===== src/rtl/regfile_2r1w_sb_if.sv =====
// Register-file access bundle: write port, two read ports and the
// pending-write scoreboard claim/busy signals.
interface regfile_2r1w_sb_if #(
  parameter int DATA_W = 32,
  parameter int ADDR_W = 5
);
  logic              we;
  logic [ADDR_W-1:0] waddr;
  logic [DATA_W-1:0] wdata;
  logic              rd_en;
  logic [ADDR_W-1:0] ra_addr;
  logic [ADDR_W-1:0] rb_addr;
  logic [DATA_W-1:0] ra_data;
  logic [DATA_W-1:0] rb_data;
  logic              claim_en;
  logic [ADDR_W-1:0] claim_addr;
  logic              ra_busy;
  logic              rb_busy;
  logic              busy_any;

  modport master (
    output we, waddr, wdata, rd_en, ra_addr, rb_addr, claim_en, claim_addr,
    input  ra_data, rb_data, ra_busy, rb_busy, busy_any
  );

  modport slave (
    input  we, waddr, wdata, rd_en, ra_addr, rb_addr, claim_en, claim_addr,
    output ra_data, rb_data, ra_busy, rb_busy, busy_any
  );
endinterface


===== src/rtl/regfile_2r1w_sb.sv =====
// 2-read/1-write register file with registered reads, optional write bypass,
// optional hardwired-zero r0 and a per-register pending-write scoreboard.
module regfile_2r1w_sb #(
  parameter int DATA_W   = 32,
  parameter int ADDR_W   = 5,
  parameter int ZERO_REG = 1,
  parameter int BYPASS   = 1
) (
  input logic               clk,
  input logic               rst,
  regfile_2r1w_sb_if.slave  rf
);
  localparam int NUM_REGS = 2 ** ADDR_W;

  logic [DATA_W-1:0]   r_mem [NUM_REGS];
  logic [NUM_REGS-1:0] r_busy;
  logic [DATA_W-1:0]   r_ra_data;
  logic [DATA_W-1:0]   r_rb_data;

  logic [DATA_W-1:0]   w_ra_val;
  logic [DATA_W-1:0]   w_rb_val;
  logic [NUM_REGS-1:0] w_busy_nxt;
  logic                w_wr_ok;
  logic                w_ra_fwd;
  logic                w_rb_fwd;
  logic                w_ra_zero;
  logic                w_rb_zero;

  assign w_wr_ok   = rf.we && !((ZERO_REG != 0) && (rf.waddr == '0));
  assign w_ra_fwd  = (BYPASS != 0) && rf.we && (rf.waddr == rf.ra_addr);
  assign w_rb_fwd  = (BYPASS != 0) && rf.we && (rf.waddr == rf.rb_addr);
  assign w_ra_zero = (ZERO_REG != 0) && (rf.ra_addr == '0);
  assign w_rb_zero = (ZERO_REG != 0) && (rf.rb_addr == '0);

  always_comb begin
    w_ra_val = r_mem[rf.ra_addr];
    if (w_ra_fwd)  w_ra_val = rf.wdata;
    if (w_ra_zero) w_ra_val = '0;
    w_rb_val = r_mem[rf.rb_addr];
    if (w_rb_fwd)  w_rb_val = rf.wdata;
    if (w_rb_zero) w_rb_val = '0;
  end

  // Claim is applied after the write-clear so a same-cycle claim wins.
  always_comb begin
    w_busy_nxt = r_busy;
    for (int unsigned i = 0; i < NUM_REGS; i++) begin
      if (rf.we && (rf.waddr == ADDR_W'(i)))             w_busy_nxt[i] = 1'b0;
      if (rf.claim_en && (rf.claim_addr == ADDR_W'(i)))  w_busy_nxt[i] = 1'b1;
    end
    if (ZERO_REG != 0) w_busy_nxt[0] = 1'b0;
  end

  always_ff @(posedge clk) begin
    if (rst) begin
      for (int unsigned i = 0; i < NUM_REGS; i++) r_mem[i] <= '0;
    end else if (w_wr_ok) begin
      r_mem[rf.waddr] <= rf.wdata;
    end
  end

  always_ff @(posedge clk) begin
    if (rst) begin
      r_busy    <= '0;
      r_ra_data <= '0;
      r_rb_data <= '0;
    end else begin
      r_busy <= w_busy_nxt;
      if (rf.rd_en) begin
        r_ra_data <= w_ra_val;
        r_rb_data <= w_rb_val;
      end
    end
  end

  assign rf.ra_data  = r_ra_data;
  assign rf.rb_data  = r_rb_data;
  assign rf.ra_busy  = r_busy[rf.ra_addr] && !w_ra_fwd && !w_ra_zero;
  assign rf.rb_busy  = r_busy[rf.rb_addr] && !w_rb_fwd && !w_rb_zero;
  assign rf.busy_any = |r_busy;
endmodule


===== src/flat_wrapper.sv =====
// flat-port wrapper written by rule: the top's interface ports become plain ports
module regfile_2r1w_sb_flat 
#(
  parameter int DATA_W   = 32,
  parameter int ADDR_W   = 5,
  parameter int ZERO_REG = 1,
  parameter int BYPASS   = 1
)
  (clk, rst, rf_we, rf_waddr, rf_wdata, rf_rd_en, rf_ra_addr, rf_rb_addr, rf_claim_en, rf_claim_addr, rf_ra_data, rf_rb_data, rf_ra_busy, rf_rb_busy, rf_busy_any);
  regfile_2r1w_sb_if #(.DATA_W(DATA_W), .ADDR_W(ADDR_W)) rf_i ();
  input logic clk;
  input logic rst;
  input wire logic [$bits(rf_i.we)-1:0] rf_we;
  input wire logic [$bits(rf_i.waddr)-1:0] rf_waddr;
  input wire logic [$bits(rf_i.wdata)-1:0] rf_wdata;
  input wire logic [$bits(rf_i.rd_en)-1:0] rf_rd_en;
  input wire logic [$bits(rf_i.ra_addr)-1:0] rf_ra_addr;
  input wire logic [$bits(rf_i.rb_addr)-1:0] rf_rb_addr;
  input wire logic [$bits(rf_i.claim_en)-1:0] rf_claim_en;
  input wire logic [$bits(rf_i.claim_addr)-1:0] rf_claim_addr;
  output wire logic [$bits(rf_i.ra_data)-1:0] rf_ra_data;
  output wire logic [$bits(rf_i.rb_data)-1:0] rf_rb_data;
  output wire logic [$bits(rf_i.ra_busy)-1:0] rf_ra_busy;
  output wire logic [$bits(rf_i.rb_busy)-1:0] rf_rb_busy;
  output wire logic [$bits(rf_i.busy_any)-1:0] rf_busy_any;
  assign rf_i.we = rf_we;
  assign rf_i.waddr = rf_waddr;
  assign rf_i.wdata = rf_wdata;
  assign rf_i.rd_en = rf_rd_en;
  assign rf_i.ra_addr = rf_ra_addr;
  assign rf_i.rb_addr = rf_rb_addr;
  assign rf_i.claim_en = rf_claim_en;
  assign rf_i.claim_addr = rf_claim_addr;
  assign rf_ra_data = rf_i.ra_data;
  assign rf_rb_data = rf_i.rb_data;
  assign rf_ra_busy = rf_i.ra_busy;
  assign rf_rb_busy = rf_i.rb_busy;
  assign rf_busy_any = rf_i.busy_any;
  regfile_2r1w_sb #(.DATA_W(DATA_W), .ADDR_W(ADDR_W), .ZERO_REG(ZERO_REG), .BYPASS(BYPASS)) u_core (.clk(clk), .rst(rst), .rf(rf_i));
endmodule

===== config.mk =====
export PLATFORM = sky130hd
export DESIGN_NAME = regfile_2r1w_sb_flat
export DESIGN_NICKNAME = d
export VERILOG_FILES = /design/src/rtl/regfile_2r1w_sb_if.sv /design/src/rtl/regfile_2r1w_sb.sv /design/src/flat_wrapper.sv
export SDC_FILE = /design/constraint.sdc
export NUM_CORES = 2
export LEC_CHECK = 0
export CAP_MARGIN = 20
export CORE_ASPECT_RATIO = 1.1
export CORE_MARGIN = 5
export CORE_UTILIZATION = 45
export CTS_CLUSTER_SIZE = 10
export DETAILED_ROUTE_END_ITERATION = 10
export HOLD_SLACK_MARGIN = 0.12
export PLACE_DENSITY = 0.7
export SKIP_LAST_GASP = 1
export SYNTH_ARGS = -nofsm -noshare
export SYNTH_HDL_FRONTEND = slang
export SYNTH_SLANG_ARGS = --single-unit

===== constraint.sdc =====
create_clock -name clk -period 7.9 [get_ports clk]
set_input_delay 2.37 -clock clk [delete_from_list [all_inputs] [get_ports clk]]
set_output_delay 2.37 -clock clk [all_outputs]
set_load 0.05 [all_outputs]

==> flow_metrics.tcl <==
set metrics [dict create \
    cts_buffer_depth 3 \
    final_nets 4227 \
    fin_skew_ns 0.0357 \
    syn_area_sq_um 59000 \
    power.density_nw_per_um2 219 \
    dieArea_sq_um 138000 \
    max_cap_violations 0 \
    cts_hold_buf 0 \
    p_leak_nw 23.0 \
    syn_to_final_growth_pct 13.4 \
    hold_path.class "reg2reg" \
    min-delay-start "u_core.r_busy[25]$_SDFFE_PP0P_" \
    drtIter0Drc 6855 \
    htree_levels 4 \
    finalPower_mw 14.7 \
    grt_start_max_net_pins 134 \
    syn_inst 4170 \
    synth-seq-area-share_pct 55.4 \
    mostFrequentLayoutCell "edfxtp_1" \
    vias_per_cell 6.79 \
    cts_resized 0 \
    syn_avg_cell_area_sq_um 14.1 \
    timing_hold_violations_final 0 \
    die_w_microns 355 \
    synth_ff_type "edfxtp_1" \
    grt_antenna_before_repair 22 \
    critical_path_class "in2out" \
    period_minus_slack_ns 7.17 \
    drive_above_1_share_pct 21.9 \
    via_count 40495 \
    critPathLaunchType "input port" \
    grt.overflow.total 0 \
    grt_pass1_wl_mm 298 \
    grt_pass1_vias 40123 \
    rrSetupSlack_ns 5.86 \
    cp_max_fo 22 \
    async_flop_share_pct 0 \
    rr_worst_depth 5 \
    cts_root_buf "clkbuf_16" \
    yosys_warnings 0 \
    cts_buffers 134 \
    worst_pin_slew_ns 1.22 \
    maxSlewHeadroom_pct 18.5 \
    portBuffers 123 \
    fp.coreArea_sq_um 130000 \
    track_usage_pct 30.4 \
    grt_setup_unrepaired "false" \
    timing.rr.end "u_core.rf.ra_data[19]$_SDFFE_PP0P_" \
    place_congestion 0.993 \
    cp.required_ns 5.53 \
    ir_worst_vdd_uv 191 \
    num_io_pins 124 \
    setup_tns_ns 0 \
    critical_path_arrival_ns 4.80 \
    drc 0 \
    final_cell_mix "edfxtp_1 (1,024), and2_1 (1,014), mux4_2 (445), mux2i_1 (228), clkbuf_16 (144)" \
    finalMaxSlewViolations 0 \
    worstReg2RegStart "u_core.r_mem[19][19]$_SDFFCE_PN0P_" \
    dp_hpwl_mm 127 \
    dr.pass1.iters 6 \
    path_clk_slew_ns 0.05 \
    cts_tree "yes" \
    rows 139 \
    cts_setup_buffers 0 \
    min_period_over_period_pct 90.7 \
    ys_seq_elements 1119 \
    status "finished clean" \
    dieHeight_microns 390 \
    clock_sinks 1119 \
    fmax_ghz 0.140 \
    wirelength_mm 214 \
    setup_viol 0 \
    synth.distinct_cells 52 \
    min_to "u_core.r_busy[25]$_SDFFE_PP0P_" \
    wire_per_inst_microns 35.9 \
    drtAntennaViolNets 0 \
    clk_latency_ns 0.77 \
    initial_core_util_pct 45.2 \
    synth_edf_count 1024 \
    min_path_cells 2 \
    end_kind "output port" \
]
how the worst max path moves through the flow:
stage	from	end	slack, ns	cells after the start
final	rf_rb_addr[1]	rf_rb_busy	0.73	9
after detailed placement	rf_rb_addr[0]	rf_rb_busy	0.48	8
after global routing	rf_rb_addr[0]	rf_rb_busy	0.80	9
after CTS	rf_rb_addr[0]	rf_rb_busy	0.47	8
after floorplan	rf_rb_addr[0]	rf_rb_busy	0.53	7
after global placement	rf_rb_addr[0]	rf_rb_busy	0.48	8
kinds of logic (layout without fill, tap and decap cells):
logic type / count (synthesis) / count (layout) / share of synthesized area, %
AOI/OAI and AO/OA: 475 / 475 / 5.30
and+or+nand+nor: 1351 / 1351 / 13.5
xor gates and xnor gates: 10 / 10 / 0.148
buffers and inverters: 459 / 521 / 3.27
other: 1 / 45 / 0.00636
DFF: 1119 / 1119 / 55.4
muxes: 755 / 755 / 22.4
registers in the layout, summed over array words and instances (netlist names):
signal             cells
u_core.r_mem        1024
u_core.rf.ra_data     32
u_core.rf.rb_data     32
u_core.r_busy         31
routing by layer:
layer	global-route usage, %	part of all wire, %
met5	0	0.0061
met1	38.6	35
met3	9.69	14
met4	16.5	6.3
met2	46.8	45
per-stage QoR:
step / utilization, % / hold WS, ns / instance area (sq um) / setup WS (ns) / cells
5_1_grt: 51.2 / 0.540 / 66800 / 0.804 / 5959
2_1_floorplan: - / 0.455 / 59100 / 0.527 / 4201
4_1_cts: 50.9 / 0.511 / 66400 / 0.471 / 5938
3_5_place_dp: 47.9 / 0.506 / 62500 / 0.481 / 5709
3_3_place_gp: 47.8 / 0.507 / 62300 / 0.480 / 5703
6_report: 51.3 / 0.517 / 66900 / 0.734 / 5968
Yosys cell counts (2+ instances only):
cell / count / area share [%]
o31ai_1: 13 / 0.17
nor3_1: 5 / 0.042
nor4_1: 10 / 0.11
edfxtp_1: 1024 / 52
xnor2_1: 10 / 0.15
buf_2: 76 / 0.64
o21ai_1: 3 / 0.025
o22ai_1: 58 / 0.62
nor2b_1: 41 / 0.43
nor2_1: 85 / 0.54
buf_4: 24 / 0.31
buf_1: 28 / 0.18
nand3b_1: 9 / 0.11
nand3_1: 24 / 0.20
o21ai_0: 94 / 0.80
nand2b_1: 3 / 0.032
mux2i_1: 228 / 3.9
and2_1: 1014 / 11
a21o_1: 17 / 0.22
mux4_2: 445 / 17
or3_1: 2 / 0.021
nor3b_1: 2 / 0.025
inv_1: 24 / 0.15
a211o_1: 14 / 0.21
mux2_2: 82 / 1.6
clkbuf_1: 302 / 1.9
o221ai_1: 58 / 0.86
a22oi_1: 52 / 0.66
nand4_1: 38 / 0.40
nand2_1: 110 / 0.70
o21ba_2: 2 / 0.034
inv_2: 2 / 0.013
a31o_2: 10 / 0.15
or2_2: 2 / 0.021
buf_6: 3 / 0.057
dfxtp_1: 95 / 3.2
a21oi_1: 105 / 0.89
o41ai_1: 11 / 0.16
a22o_1: 13 / 0.19
a211oi_1: 20 / 0.25
critical path: stages:
cell and delay, ns:
buf_2 0.33, buf_4 0.61, xnor2_1 0.15, nand2_1 0.20, nor2_1 0.13, nor4_1 0.41
buf_2 0.29, buf_4 0.15, buf_12 0.12
layout make-up:
cell class / count / area, sq um
fill: 10662 / 63600
sequential: 1119 / 32700
multi-input combinational: 2623 / 25100
clock buffer: 210 / 3780
timing repair buffer: 266 / 2860
tap: 1692 / 2120
clock inverter: 19 / 189
inverter: 26 / 103
antenna: 13 / 32.5
report_power, final:
part | total [mW] | internal (mW) | switching (mW)
Clock | 5.77 | 3.31 | 2.46
Sequential | 6.99 | 6.80 | 0.194
Combinational | 1.88 | 0.741 | 1.14
Total | 14.7 | 10.9 | 3.80
(Power assumes the default switching activity.)
